[src/rtl/dec38_pkg.sv]
// Shared types and widths for the 3-to-8 strobe decoder.
package dec38_pkg;

  localparam int unsigned CODE_W = 3;
  localparam int unsigned OUT_W  = 8;

  typedef enum logic [1:0] {
    StIdle  = 2'd0,
    StDrive = 2'd1,
    StGap   = 2'd2
  } dec38_state_e;

  function automatic int unsigned dec38_max(input int unsigned a, input int unsigned b);
    return (a > b) ? a : b;
  endfunction

endpackage

[src/rtl/dec38_onehot.sv]
// Pure combinational 3-to-8 one-hot decode.
module dec38_onehot
  import dec38_pkg::*;
(
  input  logic [CODE_W-1:0] i_code,
  output logic [OUT_W-1:0]  o_onehot
);

  assign o_onehot = OUT_W'(1) << i_code;

endmodule

[src/rtl/decoder_38_strobe.sv]
// Registered 3-to-8 one-hot strobe decoder with hold and idle-gap timing.
// Optional even-parity check on the code is enabled with `define DEC38_PARITY_EN.
module decoder_38_strobe
  import dec38_pkg::*;
#(
  parameter int unsigned HOLD_CYCLES = 4,
  parameter int unsigned GAP_CYCLES  = 1,
  parameter int unsigned CNT_W       = 8
) (
  input  logic              clk,
  input  logic              rst_n,
  input  logic              en,
  input  logic              in_valid,
  output logic              in_ready,
  input  logic [CODE_W-1:0] code,
`ifdef DEC38_PARITY_EN
  input  logic              code_par,
  output logic              par_err,
`endif
  output logic [OUT_W-1:0]  y,
  output logic              busy,
  output logic              done
);

  localparam int unsigned CntMax = dec38_max(HOLD_CYCLES, GAP_CYCLES) - 1;
  localparam logic [CNT_W-1:0] HoldLoad = CNT_W'(HOLD_CYCLES - 1);
  localparam logic [CNT_W-1:0] GapLoad  = (GAP_CYCLES > 0) ? CNT_W'(GAP_CYCLES - 1) : '0;

  if (HOLD_CYCLES < 1 || CNT_W < 1 || CNT_W > 32 ||
      (CNT_W < 32 && CntMax >= (32'd1 << CNT_W))) begin : g_bad_params
    $error("decoder_38_strobe: HOLD_CYCLES must be >= 1 and fit the CNT_W counter");
  end

  dec38_state_e     r_state;
  logic [CNT_W-1:0] r_cnt;
  logic [OUT_W-1:0] r_y;
  logic             r_busy;
  logic             r_done;
  logic [OUT_W-1:0] w_onehot;
  logic             w_par_ok;

  dec38_onehot u_onehot (
    .i_code   (code),
    .o_onehot (w_onehot)
  );

`ifdef DEC38_PARITY_EN
  logic r_par_err;
  assign w_par_ok = ~^{code, code_par};
  assign par_err  = r_par_err;
`else
  assign w_par_ok = 1'b1;
`endif

  assign in_ready = en && (r_state == StIdle);
  assign y        = r_y;
  assign busy     = r_busy;
  assign done     = r_done;

  always_ff @(posedge clk or negedge rst_n) begin
    if (!rst_n) begin
      r_state   <= StIdle;
      r_cnt     <= '0;
      r_y       <= '0;
      r_busy    <= 1'b0;
      r_done    <= 1'b0;
`ifdef DEC38_PARITY_EN
      r_par_err <= 1'b0;
`endif
    end else begin
      r_done    <= 1'b0;
`ifdef DEC38_PARITY_EN
      r_par_err <= 1'b0;
`endif
      case (r_state)
        StIdle: begin
          if (in_valid && in_ready) begin
            if (w_par_ok) begin
              r_y     <= w_onehot;
              r_state <= StDrive;
              r_cnt   <= HoldLoad;
              r_busy  <= 1'b1;
            end
`ifdef DEC38_PARITY_EN
            else begin
              r_par_err <= 1'b1;
            end
`endif
          end
        end
        StDrive: begin
          // Abort takes priority over normal completion, so no done pulse.
          if (!en) begin
            r_y     <= '0;
            r_state <= StIdle;
            r_cnt   <= '0;
            r_busy  <= 1'b0;
          end else if (r_cnt == '0) begin
            r_y    <= '0;
            r_done <= 1'b1;
            if (GAP_CYCLES > 0) begin
              r_state <= StGap;
              r_cnt   <= GapLoad;
            end else begin
              r_state <= StIdle;
              r_busy  <= 1'b0;
            end
          end else begin
            r_cnt <= r_cnt - 1'b1;
          end
        end
        StGap: begin
          if (!en || r_cnt == '0) begin
            r_state <= StIdle;
            r_cnt   <= '0;
            r_busy  <= 1'b0;
          end else begin
            r_cnt <= r_cnt - 1'b1;
          end
        end
        default: begin
          r_y     <= '0;
          r_state <= StIdle;
          r_cnt   <= '0;
          r_busy  <= 1'b0;
        end
      endcase
    end
  end

endmodule

[config.mk]
export PLATFORM = sky130hd
export DESIGN_NAME = decoder_38_strobe
export DESIGN_NICKNAME = d
export VERILOG_FILES = /design/src/rtl/dec38_pkg.sv /design/src/rtl/dec38_onehot.sv /design/src/rtl/decoder_38_strobe.sv
export SDC_FILE = /design/constraint.sdc
export NUM_CORES = 1
export LEC_CHECK = 0
export BUFFER_PORTS_ARGS = -buffer_cell sky130_fd_sc_hd__buf_2
export CAP_MARGIN = 5
export CORE_MARGIN = 2
export CORE_UTILIZATION = 48
export DETAILED_ROUTE_END_ITERATION = 8
export GPL_TIMING_DRIVEN = 0
export HOLD_SLACK_MARGIN = 0.15
export PLACE_DENSITY = 0.74
export SYNTH_ARGS = -nofsm -noshare
export SYNTH_HDL_FRONTEND = slang
export SYNTH_SLANG_ARGS = --single-unit
[constraint.sdc]
create_clock -name clk -period 1.7 [get_ports clk]
set_clock_uncertainty 0.05 [all_clocks]
set_input_delay 0.34 -clock clk [delete_from_list [all_inputs] [get_ports clk]]
set_output_delay 0.34 -clock clk [all_outputs]
set_load 0.02 [all_outputs]
==> results.ini, run 1 <==
[cts]
h-tree-depth = 1
path_clk_slew_ps = 110
cts.sinks = 20
clk_latency_ps = 300
cts_buffers = 3
cts_tree = yes
ctsRootBufferMaster = clkbuf_4
clockBufferDepth = 2

[logic_synthesis]
yosys.area.top_type = dfrtp_1
synth-async-reset-ratio_pct = 100
synth.distinct_cells = 27
synth_edf_count = 0
avgSynthCellArea_um2 = 10.3
synthFlopType = dfrtp_1
syn_nets = 110
synth_top_area_share_pct = 48.1
syn_inst = 101
synth_area_leaders = dfrtp_1, mux2_2, nor2_1
syn_area_mm2 = 0.00104
synth_warnings = 0
ys_ff_latch = 20
ys_seq_area_share_pct = 48.1

[drt]
drc = 0
num_vias = 825
first_pass_iters = 4
initialDrtViolationCount = 17
wl_per_cell_um = 13.6
ant_nets = 0
routed_wl_um = 2090
viasPerCell = 5.36

[pwr]
ir_drop_mv = 0.956
finalPower_w = 0.00199
p_leak_nw = 0.650
powerDensity_mw_per_mm2 = 1540

[global_routing]
track_usage_pct = 18.2
grt-ovfl-total = 0
grt_max_degree = 21
grt_pass1_vias = 757
grt_antenna_before_repair = 0
grt_first_pass_wirelength_um = 3480

[run_status]
status = finished with violations
violations = negative setup slack

[worst_hold_path]
hp-start = in_valid
min_to = r_state[0]$_DFFE_PN0P_
whs_path_depth = 3
hold_path.class = input port to flip-flop

[floorplan]
fp.dieH_um = 50.6
core_mm2 = 0.00200
dieArea_mm2 = 0.00256
initial_core_util_pct = 52.0
dieWidth_um = 50.6
rows = 16
io_pins = 18

[placement]
place_congestion = 0.811
dpl.hpwl_um = 1370
port_buffers = 16
dp.cells = 144

[final_layout]
area_delta_synth_final_pct = 24.3
n_antenna_cell = 0
final_common_cell = nor2_1
final_cells = 154
layout_common_cells = nor2_1, buf_2, dfrtp_1, mux2_4
layout.nets = 137
layout-drive-gt1-share_pct = 33.1

[timing]
rsz0062_at_grt = yes
fin_ws_ps = -25.0
worstMarginPinSlew_ps = 459
slew_headroom_pct = 69.4
fin_crit_sh_pct = 101
slew_violations = 0
hold_viol_final = 0
setup_viol = 8
finalSetupTns_ps = -145
period_needed_ps = 1720
fmax_mhz = 580

[critical_path]
start_kind = flip-flop
r2r-start = r_cnt[2]$_DFFE_PN0P_
rrSetupSlack_ps = -20
worstRegToRegCells = 5
criticalPathCategory = flip-flop to flip-flop
worstPathRequired_ps = 1840
worstSetupEndpointType = flip-flop
timing.rr.end = y[1]$_DFFE_PN0P_
crit_fanout = 8
cp_data_arrival_time_ps = 1860

[run]
drv_cap = 0

[power by group]
part	switching [W]	total [W]	leakage, nW	internal [W]
Clock	0.000139	0.000269	0.0210	0.000131
Combinational	0.000532	0.00100	0.367	0.000469
Sequential	0.000109	0.000719	0.261	0.000610
[how the worst max path moves through the flow]
stage,start,endpoint,slack [ps],depth (start not counted)
CTS,r_cnt[2]$_DFFE_PN0P_,y[6]$_DFFE_PN0P_,-100,5
floorplan,r_cnt[4]$_DFFE_PN0P_,y[0]$_DFFE_PN0P_,1,4
global route,r_cnt[5]$_DFFE_PN0P_,y[1]$_DFFE_PN0P_,-80,5
detailed placement,r_state[1]$_DFFE_PN0P_,y[6]$_DFFE_PN0P_,-200,5
global placement,r_state[1]$_DFFE_PN0P_,y[7]$_DFFE_PN0P_,-160,5
finish,r_cnt[2]$_DFFE_PN0P_,y[1]$_DFFE_PN0P_,-20,5
[timing repair]
item	4_1_cts	5_1_grt
setup endpoints to repair	15	16
setup buffers	4	2
pin swaps	3	3
gates resized for setup	9	2
endpoints found under the hold margin	20	0
hold buffers	1	0
[synthesized netlist by cell type (all sizes together) (2+ instances only)]
cell type and number:
inv 3, a31oi 3, nand2 6, nor3 5, nand2b 5, nor2 21, nand3 4, ha 2
mux2 8, dfrtp 20, a21oi 3, xor2 6, buf 2, a22o 2
[cells by family after synthesis]
logic type / synth area share [%]
AOI/OAI and AO/OA: 9.74
xor gates and xnor gates: 5.05
adders and majority gates: 2.40
buffers and inverters: 2.40
DFF: 48.1
muxes: 9.62
and+or+nand+nor: 22.7
[worst max-delay path, cell delays in order, from the launching register on]
cell and delay [ps]:
dfrtp_2 450, nor4_4 350, nand3_4 140, a31oi_4 170, buf_12 150, mux2_4 300
[per-stage QoR]
stage	hold WS (ps)	utilization, %	setup slack [ps]	cell area, um^2
5_1_grt	303	64.6	-84.2	1290
4_1_cts	289	63.5	-102	1270
3_3_place_gp	253	57.7	-158	1150
6_report	315	64.6	-25.0	1290
2_1_floorplan	-5.59	-	1.34	1040
3_5_place_dp	264	57.7	-200	1150
[flip-flops by register name (all words and copies together) (netlist names)]
| register | flops |
|---|---|
| r_cnt | 8 |
| y | 8 |
| r_state | 2 |
| busy | 1 |
| done | 1 |
[routing by layer]
metal	part of all wire (%)	routed length, um	global-route usage [%]
met1	47	985	25.2
met2	47	989	28.9
met3	4.2	88	2.68
met4	1.2	25	6.76
met5	0	0	0
[final cells by class]
| class | count | area (um^2) |
|---|---|---|
| buffer | 2 | 10.0 |
| clock buffer | 4 | 36.3 |
| fill | 167 | 708 |
| inverter | 3 | 11.3 |
| multi-input combinational | 75 | 552 |
| sequential | 20 | 503 |
| tap | 27 | 33.8 |
| timing repair buffer | 23 | 148 |
Note: power is estimated with default switching activity, not from simulation.
==> run 2: changes to the inputs <==
--- a/config.mk
+++ b/config.mk
@@ -6,13 +6,13 @@
 export NUM_CORES = 1
 export LEC_CHECK = 0
 export BUFFER_PORTS_ARGS = -buffer_cell sky130_fd_sc_hd__buf_2
-export CAP_MARGIN = 5
 export CORE_MARGIN = 2
 export CORE_UTILIZATION = 48
 export DETAILED_ROUTE_END_ITERATION = 8
 export GPL_TIMING_DRIVEN = 0
 export HOLD_SLACK_MARGIN = 0.15
 export PLACE_DENSITY = 0.74
+export RECOVER_POWER = 100
 export SYNTH_ARGS = -nofsm -noshare
 export SYNTH_HDL_FRONTEND = slang
 export SYNTH_SLANG_ARGS = --single-unit
==> results.ini, run 2 (synthesized netlist as in run 1, its figures left out) <==
[drt]
ant_nets = 0
drc = 0
first_pass_iters = 4
wl_per_cell_um = 13.7
routed_wl_um = 2110
viasPerCell = 5.36
initialDrtViolationCount = 17
num_vias = 825

[run_status]
violations = negative setup slack
status = finished with violations

[placement]
place_ws_ps = -200
dpl_cell_area_mm2 = 0.00115
dpl.hpwl_um = 1370
port_buffers = 16
place_congestion = 0.811

[critical_path]
cp_data_arrival_time_ps = 1860
worstPathRequired_ps = 1840
start_kind = flip-flop
worstRegToRegCells = 5
slowest_delay_ps = 450
timing.rr.end = y[1]$_DFFE_PN0P_
r2r-start = r_cnt[2]$_DFFE_PN0P_
worstSetupEndpointType = flip-flop
crit_fanout = 8
cp_cell_sequence = nor4_4, nand3_4, a31oi_4, buf_12, mux2_4
cp-endpoint = y[1]$_DFFE_PN0P_
worst_path_max_delay_cell = dfrtp_2
criticalPathCategory = flip-flop to flip-flop
setup.worst_path.start = r_cnt[2]$_DFFE_PN0P_
rrSetupSlack_ps = -20

[global_routing]
grt_pass1_vias = 757
use_met1_pct = 25.2
grt-ovfl-total = 0
grt_util_met2_pct = 28.9
grt_first_pass_wirelength_um = 3480
grt_util_met3_pct = 2.68
grt.busiest_layer = met2
grt_antenna_before_repair = 0
track_usage_pct = 18.2
grt_max_degree = 21

[final_layout]
final_common_cell = nor2_1
layout-drive-gt1-share_pct = 25.2
area_delta_synth_final_pct = 23.1
layout_common_cells = nor2_1, dfrtp_1, clkbuf_1, mux2_4, buf_2
design_area_mm2 = 0.00128
layout.nets = 137
n_antenna_cell = 0

[cts]
cts.sinks = 20
ctsRootBufferMaster = clkbuf_4
path_clk_slew_ps = 110
cts_tree = yes
clk_latency_ps = 300
cts_buffers = 3
clockBufferDepth = 2
h-tree-depth = 1

[floorplan]
dieArea_mm2 = 0.00256
initial_core_util_pct = 52.0
dieWidth_um = 50.6
fp.dieH_um = 50.6
rows = 16
io_pins = 18
core_mm2 = 0.00200

[timing]
worstMarginPinSlew_ps = 513
fmax_mhz = 580
fin_crit_sh_pct = 101
hold_viol_final = 0
rsz0062_at_grt = yes
period_needed_ps = 1720
slew_violations = 0
setup_viol = 8
slew_headroom_pct = 65.8
fin_ws_ps = -24.4

[run]
drv_cap = 0

[pwr]
p_leak_nw = 0.610
ir_drop_mv = 0.956
powerDensity_mw_per_mm2 = 1540
finalPower_w = 0.00198

[worst_hold_path]
hold_path.class = input port to flip-flop
whs_path_depth = 3

## run 2: changes by cell type in the layout (fill, tap and decap cells not counted)
| cell | before | now |
|---|---|---|
| buf_2 | 18 | 7 |
| clkbuf_1 | 0 | 10 |
| clkbuf_2 | 0 | 1 |
## run 2: what timing repair did
item,CTS,global route
setup endpoints to repair,15,16
endpoints found under the hold margin,20,0
buffers inserted,4,2
pin swaps,3,3
resized for setup,9,2
hold buffers,1,0
## run 2: metal layers
layer	vias up	wire length, um	share of wire, %
met5	-	0	0
met4	0	25	1.2
met3	4	81	3.8
met2	23	1010	48
met1	398	990	47
li1	400	-	-
## run 2: stage by stage
stage | hold slack [ps] | instances | utilization, % | setup TNS [ps]
final | 309 | 154 | 64.0 | -140
after global routing | 303 | 154 | 64.0 | -869
after CTS | 289 | 152 | 63.5 | -946
after detailed placement | 264 | 144 | 57.7 | -1980
after global placement | 253 | 144 | 57.7 | -1420
after floorplan | -5.59 | 101 | - | 0
## run 2: power by group
part,switching (W),total (W),internal [W]
sequential,0.000111,0.000721,0.000610
clock,0.000139,0.000270,0.000131
combinational,0.000533,0.000988,0.000455
total,0.000783,0.00198,0.00120
## run 2: how the worst min path moves through the flow
stage | start | to | slack (ps)
floorplan | rst_n | busy$_DFFE_PN0P_ | -6
CTS | in_valid | r_state[0]$_DFFE_PN0P_ | 290
global route | in_valid | r_state[0]$_DFFE_PN0P_ | 300
detailed placement | rst_n | done$_DFF_PN0_ | 260
finish | in_valid | r_state[0]$_DFFE_PN0P_ | 310
global placement | rst_n | r_state[1]$_DFFE_PN0P_ | 250
## run 2: area by class of cell
| class | count | area, um^2 |
|---|---|---|
| fillers | 171 | 721 |
| well taps | 27 | 33.8 |
| plain buffers | 2 | 10.0 |
| flip-flops and latches | 20 | 503 |
| clock buffers | 4 | 36.3 |
| repair buffers | 23 | 135 |
| multi-input cells | 75 | 552 |
| inverters | 3 | 11.3 |
## run 2: worst max-delay path: cells and delay by family, from the launching register on
kind | cells | cell delay, ps
AO/OA/AOI/OAI | 1 | 170
AND/OR/NAND/NOR | 2 | 490
multiplexers | 1 | 300
buffers and inverters | 1 | 150
flip-flops | 1 | 450
